### src/rtl/uart_tx_usr_pkg.sv
// Shared types and helpers for the UART transmitter: shift-register modes,
// FSM states, frame length and frame-word formation.
package uart_tx_usr_pkg;

  localparam int unsigned FRAME_BITS = 11;

  typedef enum logic [1:0] {
    MODE_HOLD = 2'b00,
    MODE_SHR  = 2'b01,
    MODE_SHL  = 2'b10,
    MODE_LOAD = 2'b11
  } mode_e;

  typedef enum logic [1:0] {
    ST_IDLE  = 2'b00,
    ST_LOAD  = 2'b01,
    ST_SHIFT = 2'b10
  } state_e;

  // Build the 11-bit load word; unused upper positions become extra stop bits.
  function automatic logic [FRAME_BITS-1:0] frame_word(input logic [7:0] data,
                                                       input logic       eight,
                                                       input logic       pen,
                                                       input logic       ohel);
    logic par;
    par = (eight ? ^data : ^data[6:0]) ^ ohel;
    case ({eight, pen})
      2'b11:   return {1'b1, par, data, 1'b0};
      2'b10:   return {2'b11, data, 1'b0};
      2'b01:   return {2'b11, par, data[6:0], 1'b0};
      default: return {3'b111, data[6:0], 1'b0};
    endcase
  endfunction

  // Per-bit 4:1 mode selector forming the register's next state.
  function automatic logic mode_mux(input mode_e sel,
                                    input logic  hold_in,
                                    input logic  shr_in,
                                    input logic  shl_in,
                                    input logic  load_in);
    case (sel)
      MODE_HOLD: return hold_in;
      MODE_SHR:  return shr_in;
      MODE_SHL:  return shl_in;
      default:   return load_in;
    endcase
  endfunction

endpackage

### src/rtl/usr_reg.sv
// Width-parameterised universal shift register (hold / shift right /
// shift left / parallel load); resets to all ones (idle line level).
module usr_reg
  import uart_tx_usr_pkg::*;
#(
  parameter int unsigned W = 11
) (
  input  logic         clk,
  input  logic         reset_n,
  input  logic [1:0]   m,
  input  logic [W-1:0] d,
  input  logic         sir,
  input  logic         sil,
  output logic [W-1:0] q
);

  logic [W-1:0] right_in;
  logic [W-1:0] left_in;
  logic [W-1:0] q_nxt;

  assign right_in = {sir, q[W-1:1]};
  assign left_in  = {q[W-2:0], sil};

  for (genvar i = 0; i < W; i++) begin : g_bit
    assign q_nxt[i] = mode_mux(mode_e'(m), q[i], right_in[i], left_in[i], d[i]);
  end

  always_ff @(posedge clk or negedge reset_n) begin
    if (!reset_n) q <= '1;
    else          q <= q_nxt;
  end

endmodule

### src/rtl/uart_tx_usr.sv
// UART transmit engine: FSM plus baud/bit counters steering a universal
// shift register that serialises a start/data/parity/stop frame LSB-first.
module uart_tx_usr
  import uart_tx_usr_pkg::*;
#(
  parameter int unsigned BAUD_COUNT = 10417
) (
  input  logic       clk,
  input  logic       reset_n,
  input  logic       tx_start,
  input  logic [7:0] tx_data,
  input  logic       eight,
  input  logic       pen,
  input  logic       ohel,
  output logic       tx,
  output logic       tx_rdy,
  output logic       tx_done
);

  localparam int unsigned BAUD_W = (BAUD_COUNT > 1) ? $clog2(BAUD_COUNT) : 1;
  localparam int unsigned BIT_W  = 4;
  localparam logic [BAUD_W-1:0] BAUD_LAST = BAUD_W'(BAUD_COUNT - 1);
  localparam logic [BIT_W-1:0]  BIT_LAST  = BIT_W'(FRAME_BITS - 1);

  state_e                  state, state_nxt;
  mode_e                   mode;
  logic [BAUD_W-1:0]       baud_cnt, baud_nxt;
  logic [BIT_W-1:0]        bit_cnt, bit_nxt;
  logic                    rdy_nxt, done_nxt;
  logic [FRAME_BITS-1:0]   load_word;
  logic [FRAME_BITS-1:0]   sr;

  // Inputs are sampled into the register on the LOAD edge only.
  assign load_word = frame_word(tx_data, eight, pen, ohel);

  usr_reg #(.W(FRAME_BITS)) u_sr (
    .clk     (clk),
    .reset_n (reset_n),
    .m       (mode),
    .d       (load_word),
    .sir     (1'b1),
    .sil     (1'b1),
    .q       (sr)
  );

  assign tx = sr[0];

  always_ff @(posedge clk or negedge reset_n) begin
    if (!reset_n) begin
      state    <= ST_IDLE;
      baud_cnt <= '0;
      bit_cnt  <= '0;
      tx_rdy   <= 1'b1;
      tx_done  <= 1'b0;
    end else begin
      state    <= state_nxt;
      baud_cnt <= baud_nxt;
      bit_cnt  <= bit_nxt;
      tx_rdy   <= rdy_nxt;
      tx_done  <= done_nxt;
    end
  end

  always_comb begin
    state_nxt = state;
    baud_nxt  = baud_cnt;
    bit_nxt   = bit_cnt;
    mode      = MODE_HOLD;
    rdy_nxt   = 1'b0;
    done_nxt  = 1'b0;
    case (state)
      ST_IDLE: begin
        rdy_nxt = 1'b1;
        if (tx_start) begin
          state_nxt = ST_LOAD;
          rdy_nxt   = 1'b0;
        end
      end
      ST_LOAD: begin
        mode      = MODE_LOAD;
        baud_nxt  = '0;
        bit_nxt   = '0;
        state_nxt = ST_SHIFT;
      end
      ST_SHIFT: begin
        if (baud_cnt == BAUD_LAST) begin
          baud_nxt = '0;
          mode     = MODE_SHR;
          if (bit_cnt == BIT_LAST) begin
            bit_nxt   = '0;
            state_nxt = ST_IDLE;
            rdy_nxt   = 1'b1;
            done_nxt  = 1'b1;
          end else begin
            bit_nxt = bit_cnt + BIT_W'(1);
          end
        end else begin
          baud_nxt = baud_cnt + BAUD_W'(1);
        end
      end
      default: begin
        state_nxt = ST_IDLE;
        rdy_nxt   = 1'b1;
      end
    endcase
  end

endmodule
### config.mk
export PLATFORM = sky130hd
export DESIGN_NAME = uart_tx_usr
export DESIGN_NICKNAME = d
export VERILOG_FILES = /design/src/rtl/uart_tx_usr_pkg.sv /design/src/rtl/usr_reg.sv /design/src/rtl/uart_tx_usr.sv
export SDC_FILE = /design/constraint.sdc
export NUM_CORES = 1
export LEC_CHECK = 0
export CORE_ASPECT_RATIO = 0.6
export CORE_MARGIN = 2
export CORE_UTILIZATION = 52
export CTS_BUF_LIST = sky130_fd_sc_hd__clkbuf_8
export CTS_CLUSTER_SIZE = 16
export DETAILED_ROUTE_END_ITERATION = 7
export DONT_BUFFER_PORTS = 1
export GPL_ROUTABILITY_DRIVEN = 0
export PLACE_DENSITY_LB_ADDON = 0.2
export SLEW_MARGIN = 40
export SYNTH_ARGS = -nofsm -noshare
export SYNTH_HDL_FRONTEND = slang
export SYNTH_SLANG_ARGS = --single-unit
export TNS_END_PERCENT = 1
### constraint.sdc
create_clock -name clk -period 4.4 [get_ports clk]
set_clock_uncertainty 0.05 [all_clocks]
set_input_delay 0.44 -clock clk [delete_from_list [all_inputs] [get_ports clk]]
set_output_delay 0.44 -clock clk [all_outputs]
set_load 0.01 [all_outputs]
; Word level (Yosys, flattened, before mapping)
; Index checks and enable logic that the tools add are counted.
[classes]
bitwise_logic = 1
n_reduce_logical = 7
muxes = 29
addsub = 2
eq_ne = 12
[ops]
columns = operator, n
row1 = $pmux 1 s3, 12
row2 = $pmux 10 s3, 1
row3 = $pmux 14 s2, 1
row4 = $add 14x1->14 const B, 1
row5 = $eq 14x14->1 const B, 1
row6 = $mux 14, 1
row7 = $eq 2x2->1 const B, 4
row8 = $mux 4, 2
row9 = $pmux 4 s2, 1
row10 = $reduce_xor 8->1, 1
row11 = $reduce_xor 7->1, 1
row12 = $eq 2x1->1 const B, 3
row13 = $mux 1, 6
row14 = $mux 2, 3
row15 = $ne 2x2->1 const B, 3
row16 = $pmux 2 s3, 1
row17 = $add 4x1->4 const B, 1
row18 = $eq 4x4->1 const B, 1
row19 = $logic_not 2->1, 2
row20 = $pmux 2 s2, 1
row21 = $reduce_and 3->1, 1
row22 = $reduce_and 2->1, 1
row23 = $reduce_bool 2->1, 1
row24 = $xor 1x1->1, 1
[word_totals]
out_inout_bits = 3
word_cells = 57
ff_bits = 33
in_bits = 14

; Depth between registers and ports, before layout
; Gate-level depths: netlist of run 1.
[logic_depth]
depth_word = 5
ltp_mapped = 14
depth_no_buf = 12

; By module
; Synthesis of run 1 repeated with hierarchy kept, for this count alone.
[unflattened]
hier_cells = 222
hier_area_um2 = 2282.2
[modules_own_cells]
columns = module, seq_area_each_um2, instances, area_each_um2, cells_per_inst
row1 = uart_tx_usr, 551.8, 1, 1486.4, 155
row2 = usr_reg, 289.0, 1, 795.8, 67

; Worst setup path before layout of run 1
; Ideal clock, no wire load.
[synth_path]
kind = flip-flop to flip-flop
start = reg baud_cnt[0]
end = reg u_sr.q[1]
stages_incl_launch_ff = 13
n_path_buf = 3
t_required_ns = 4.271
setup_ns = 0.079
slack_ns = 2.050
period_less_slack_ns = 2.350
t_arrival_ns = 2.221
cell_sequence = dfrtp_1 inv_1 ha_1 nor4b_1 nand4_1 buf_2 nor2_1 o21ai_1 ha_1 buf_6 clkbuf_1 o21ai_0 o21ai_0
[synth_via]
elab_chain_len = 5
word_cells_on_any_way = 7
classes_between = eq/ne (3) / mux (3) / reduce/logical (1)
[synth_lines]
columns = element, line
row1 = from (decl), uart_tx_usr.sv:27  ; logic [BAUD_W-1:0] baud_cnt, baud_nxt;
row2 = from (signal assigned), uart_tx_usr.sv:57  ; baud_cnt <= baud_nxt;
row3 = $eq 14x14->1 (*), uart_tx_usr.sv:86  ; if (baud_cnt == BAUD_LAST) begin
row4 = $mux 1 (*), uart_tx_usr.sv:86
row5 = $pmux 2 s2 (*), uart_tx_usr.sv:71  ; case (state)
row6 = $eq 2x2->1 (tied with other cells), uart_tx_usr_pkg.sv:41  ; case (sel)
row7 = $pmux 1 s3, uart_tx_usr_pkg.sv:41
row8 = to (signal assigned), usr_reg.sv:30  ; else q <= q_nxt;
row9 = to (decl), usr_reg.sv:14  ; output logic [W-1:0] q
; Mark *: on every way between the ends. The rest lies on a longest branch, timed or not.
; A chain may end at the register's enable or synchronous reset.

; Worst setup path in the final report of run 1
[layout_path]
start = reg baud_cnt[0]
end = reg u_sr.q[9]
; The elaborated chain is that of the path after synthesis.

==> results of run 1 <==
==> cells by family after synthesis <==
kind of cell | Yosys count | share of synthesized area [%]
simple gates | 80 | 19.0
compound gates | 48 | 14.4
flops | 33 | 41.8
buf+inv | 23 | 4.79
xor+xnor | 16 | 8.03
fa+ha+maj | 16 | 9.96
mux | 4 | 2.05
==> cell type report <==
type                       count  area (um2)
inverter                      14        52.6
tap                           47        58.8
timing repair buffer           2        30.0
multi-input combinational    164        1070
sequential                    33         841
clock buffer                   7        96.3
clock inverter                 1        5.00
fill                         310        1520
==> registers in the layout, indices dropped and copies added (netlist names) <==
register	flops
baud_cnt	14
bit_cnt	4
tx_done	1
u_sr.q	11
state	2
tx_rdy	1
==> per-layer routing <==
layer	vias to the layer above	share of wire, %	global-route usage, %	routed length (um)
met1	727	51	30.5	2050
li1	750	-	-	-
met3	5	4.3	4.92	173
met5	-	0	0	0
met2	35	43	29.1	1730
met4	0	1.1	8.60	42
==> power by group through the flow <==
stage / Sequential [mW] / Clock, mW / Combinational (mW)
finish: 0.307 / 0.250 / 0.0352
CTS: 0.307 / 0.258 / 0.0357
detailed placement: 0.313 / 0 / 0.0262
global route: 0.308 / 0.275 / 0.0386
floorplan: 0.312 / 0 / 0.0224
global placement: 0.313 / 0 / 0.0259
==> placed cells by master, fill, tap and decap left out, types with 2 or more instances in the layout <==
cell type and n:
mux2i_1 3, nand3_1 8, and3_1 5, nand4_1 3, inv_1 14, o21ai_0 18
dfstp_2 12, o31ai_1 3, o22ai_1 2, o21ai_1 6, dfrtp_1 21, xor2_1 5
clkbuf_8 7, nand2_1 30, xnor2_1 9, a22oi_1 8, and2_1 4, ha_1 16
nor3b_1 3, nand2b_1 2, nor3_1 4, a21oi_1 6, nor2_1 16
==> final timing paths <==
kind	from	endpoint	slack, ps	depth (start not counted)
max in group asynchronous	reset_n	u_sr.q[4]$_DFFE_PN1P_	3510	2
setup reg to reg	baud_cnt[0]$_DFFE_PN0N_	u_sr.q[9]$_DFFE_PN1P_	1480	9
hold reg to reg	u_sr.q[10]$_DFFE_PN1P_	u_sr.q[10]$_DFFE_PN1P_	430	2
min in group asynchronous	reset_n	state[0]$_DFFE_PN0P_	540	2
setup / recovery	baud_cnt[0]$_DFFE_PN0N_	u_sr.q[9]$_DFFE_PN1P_	1480	9
hold / removal	tx_data[7]	u_sr.q[8]$_DFFE_PN1P_	240	2
==> repair_timing <==
action / in CTS / in global routing
hold buffers: 2 / 0
hold endpoints to repair: 33 / 0
setup buffers: 0 / 0
==> worst max-delay path, stage by stage (launching register included) <==
cell	delay (ps)
dfrtp_1	390
inv_1	100
ha_1	150
nor4b_1	250
nand4_1	480
nor2_1	230
o21ai_1	120
ha_1	520
a2111oi_1	440
o31ai_1	100
==> impl_results.md, run 1 <==
* CTS tree: built
* Synth area leaders: dfrtp_1, dfstp_2, ha_1, nand2_1, o21ai_0
* Post-synthesis sequential area ratio at 41.8%
* Clk pwr share at 42.2%
* Io pins at 17
* Crit Path Class: reg -> reg
* P_sw at 0.128 mW
* P_leak at ~1 nW
* PD cells at 275 nW/um2
* Startpoint class of the critical path: flip-flop
* Input/output buffers at 0
* Vias at ~1,500
* Skew-Pair Late Insertion Delay at between 200 and 300 ps
* Via-per-instance ratio at 5.66
* Crit path DAT at between 3000 and 4000 ps
* Average cell area after synthesis at 9.14 um2
* Crit Path Max Fanout at 19
* First-pass GRT wire length at 6930 um
* Share of the synthesized area in the top cell type at between 20% and 30%
* DRT antenna net count at 0
* Mapped cell area at 2010 um2
* Critical path data required time at about 4600 ps
* CP Capture Type: flip-flop
* Internal power at 0.465 mW
* Fin worst setup slack at 1480 ps
* CTS buffer count at 5
* DRC viols at 0
* Vias in the first global route at 1,434
* Dpl ws at 1520 ps
* EDFF count, synth at 0
* Fin util at 58.6%
* Synthesized net count at 250
* Outcome: completed
* Final std cells w/o fill at 268
* Final WL at 3990 um
* GRT Overall Usage at 20.7%
* Clk buf depth at 2
* DIE WIDTH at 84.3 um
* Relative slew slack at about three fifths
* Fin area at about 2200 um2
* H-tree lvl count at 2
* Layout cells sized above 1 at a little over a tenth
* Clk slew on worst S/H paths at 70 ps
* Placed instance count at 258
* Initial Util at 54.6%
* FF+latch count, synth at 33
* Root buf cell: clkbuf_8
* Netlist cell types at 38
* Avg WL per Cell at 14.9 um
* Iteration-0 DRC Markers at between 60 and 70
* Async SR Flop Fraction at 100%
* ANT cells at 0
* Area growth from synthesis to layout at 7.28%
* Min Tclk post-route at 2920 ps
* Minimum hold slack at 236 ps
* Initial antenna violation count at 0
* Sink Count at 33
* Commonest register cell after synthesis: dfrtp_1
* Post-DP Area at 2030 um2
* Setup TNS at 0 ps
* Max-Cap Viols at 0
* Switching share of power at 21.6%
* RSZ-0062 raised after global routing: no
* VDD IR max at around 0.17 mV
* Comb pwr share at 5.9%
* Detailed Routing Iterations Pass 1 at 5
* Grt total ovfl at 0
* F_max at 342 MHz
* Largest net degree at the start of global routing at 34
* DP HPWL at 2980 um
* Seq pwr share at roughly half
* Cells after Synth at 220
* Die area at 4400 um2
* Worst Tran Pin Value at 596 ps
* Most frequent cells after synthesis: nand2_1, dfrtp_1, o21ai_0
* Final net count at 250
* Tcrit/Tclk final at 66.4%
* Worst hold path class: in -> reg
* Post-CTS Resized at 0
* Final Power at 0.593 mW
* Ys Warns at 0
* FP Rows at 17
* Die height at 52.2 um
* Most frequent cell after synthesis: nand2_1
* Hold Fails Final Rpt at 0
* Fin. max-slew vios at 0
* Core Region at 3680 um2
* Synth area leader: dfrtp_1
* Final Setup Violations at 0
Note: power is estimated with default switching activity, not from simulation.
==> inputs of run 2 (changes only) <==
==> constraint.sdc (replaced) <==
create_clock -name clk -period 2.96 [get_ports clk]
set_clock_uncertainty 0.05 [all_clocks]
set_input_delay 0.296 -clock clk [delete_from_list [all_inputs] [get_ports clk]]
set_output_delay 0.296 -clock clk [all_outputs]
set_load 0.01 [all_outputs]
==> impl_results.md, run 2 (synthesis gave the netlist of run 1 again) <==
* Crit-path slowest cell: ha_1
* Final net count at 251 (+0.40%)
* Layout cells sized above 1 at 10.8% (+0.40 points)
* Post-CTS Setup Inserts at 0 (unchanged)
* Outcome: completed
* Top reg by flops: baud_cnt
* Critical path data required time at 3100 ps (-1450 ps)
* First-pass GRT wire length at 6860 um (-1.1%)
* Core Region at 3680 um2 (unchanged)
* CTS buffer count at 5 (unchanged)
* PD cells at 407 nW/um2 (+48%)
* RSZ-0062 raised after global routing: no
* Vias in the first global route at 1,447 (+0.91%)
* Most frequent cells in the layout: nand2_1, dfrtp_1, o21ai_0
* Biggest regs: baud_cnt (14), u_sr.q (11), bit_cnt (4)
* Area growth from synthesis to layout at 7.65%
* Iteration-0 DRC Markers at 67 (unchanged)
* Detailed Routing Iterations Pass 1 at 4 (-1)
* CP dominant cell by count: ha_1
* CP cell instances: inv_1 -> ha_1 -> nor4b_1 -> nand4_1 -> nor2_1 -> o21ai_1 -> ha_1 -> a2111oi_1 -> o31ai_1
* Final Setup Violations at 0 (unchanged)
* ANT cells at 0 (unchanged)
* Setup TNS at 0 ps (unchanged)
* Fin. max-slew vios at 0 (unchanged)
* Crit Path Max Fanout at 19 (unchanged)
* Fin area at 2160 um2 (+0.35%)
* Fin util at 58.8% (+0.20 points)
* P_sw at 0.189 mW (+48%)
* Final WL at 3980 um (-0.35%)
* Crit Path Class: reg -> reg
* Min-delay src: tx_data[7]
* VDD IR max at 0.243 mV (+47%)
* Tcrit/Tclk final at 83.7% (+17 points)
* Worst hold path class: in -> reg
* Input/output buffers at 0 (unchanged)
* Hold Path Depth at 2 (unchanged)
* Max-Cap Viols at 0 (unchanged)
* Min Tclk post-route at 2480 ps (-447 ps)
* P_leak at 0.995 nW (+0.42%)
* Switching share of power at 21.5% (-0.11 points)
* Internal power at 0.692 mW (+49%)
* Root buf cell: clkbuf_8
* Worst R2R Setup Slack at 480 ps (-990 ps)
* Critical Path Source: baud_cnt[0]$_DFFE_PN0N_
* GRT Overall Usage at 20.3% (-0.39 points)
* Via-per-instance ratio at 5.68 (+0.28%)
* Initial antenna violation count at 0 (unchanged)
* FP Rows at 17 (unchanged)
* Hold Fails Final Rpt at 0 (unchanged)
* Relative slew slack at 58.1% (-2.1 points)
* Die area at 4400 um2 (unchanged)
* Grt total ovfl at 0 (unchanged)
* Final std cells w/o fill at 269 (+0.37%)
* R2R depth at 9 (unchanged)
* DRC viols at 0 (unchanged)
* Crit path DAT at 2610 ps (-460 ps)
* RR Startpoint: baud_cnt[0]$_DFFE_PN0N_
* DP HPWL at 2970 um (about the same)
* Seq pwr share at 52.0% (about the same)
* Max incr delay on CP at 520 ps (about the same)
* Worst Tran Pin Value at 628 ps (+31.9 ps)
* Fin worst setup slack at 484 ps (-993 ps)
* Dpl ws at 486 ps (-1040 ps)
* Clk pwr share at 42.2% (about the same)
* CTS tree: built
* Clk buf depth at 2 (unchanged)
* Die height at 52.2 um (unchanged)
* End of the worst register-to-register path: u_sr.q[9]$_DFFE_PN1P_
* Largest delay contributor family on the critical path: adder cells
* F_max at 404 MHz (+18%)
* Comb pwr share at 5.8% (about the same)
* Minimum hold slack at 98.7 ps (-137 ps)
* Hold Path End: u_sr.q[8]$_DFFE_PN1P_
* Largest net degree at the start of global routing at 34 (unchanged)
* DIE WIDTH at 84.3 um (unchanged)
* Io pins at 17 (unchanged)
* Worst path bufs/invs at 1 (unchanged)
* Most common cell after layout, fill and taps aside: nand2_1
* Final Power at 0.880 mW (+48%)
* Skew-Pair Late Insertion Delay at 280 ps (about the same)
* Avg WL per Cell at 14.8 um (-0.72%)
* Post-DP Area at 2030 um2 (+0.37%)
* Clk slew on worst S/H paths at 70 ps (about the same)
* Placed instance count at 259 (+0.39%)
* Vias at 1,527 (+0.66%)
* Sink Count at 33 (unchanged)
* DRT antenna net count at 0 (unchanged)
* Initial Util at 54.6% (unchanged)
* H-tree lvl count at 2 (unchanged)
* Largest register FFs at 14 (unchanged)
* Startpoint class of the critical path: flip-flop
* CP Capture Type: flip-flop
run 2: changes by cell type in the layout (fill, tap and decap cells not counted):
cell,change
buf_4,+1
run 2: power groups by stage:
stage	sequential [mW]	combinational, mW	clock (mW)
floorplan	0.464	0.0333	0
global placement	0.465	0.0382	0
detailed placement	0.465	0.0387	0
CTS	0.457	0.0527	0.383
global route	0.457	0.0568	0.405
finish	0.458	0.0511	0.372
run 2: layout make-up:
cell class	instances	area, um2
Clock buffer	7	96.3
Clock inverter	1	5.00
Fill cell	305	1520
Inverter	14	52.6
Multi-Input combinational cell	164	1070
Sequential cell	33	841
Tap cell	47	58.8
Timing Repair Buffer	3	37.5
run 2: worst register-to-register path: cells and delay by family (launching register included):
kind,cells,cell delay [ps]
AOI/OAI and AO/OA,3,630
and+or+nand+nor,3,550
adders and majority gates,2,660
buffers and inverters,1,100
DFF,1,390
run 2: metal layers:
metal	GRT usage, %	share of wire (%)
met1	28.5	52
met2	31.1	43
met3	5.24	3.5
met4	6.45	1.3
met5	0	0
run 2: worst max-delay path by stage:
stage	to	slack (ps)	cells after the start
after floorplan	u_sr.q[1]$_DFFE_PN1P_	610	12
after global placement	u_sr.q[9]$_DFFE_PN1P_	550	9
after detailed placement	u_sr.q[7]$_DFFE_PN1P_	490	9
after CTS	u_sr.q[7]$_DFFE_PN1P_	470	9
after global routing	u_sr.q[8]$_DFFE_PN1P_	190	10
final	u_sr.q[9]$_DFFE_PN1P_	480	9
run 2: what timing repair did:
action | in CTS | in global routing
resized for setup | 0 | 0
hold buffers | 2 | 0
hold endpoints to repair | 33 | 0
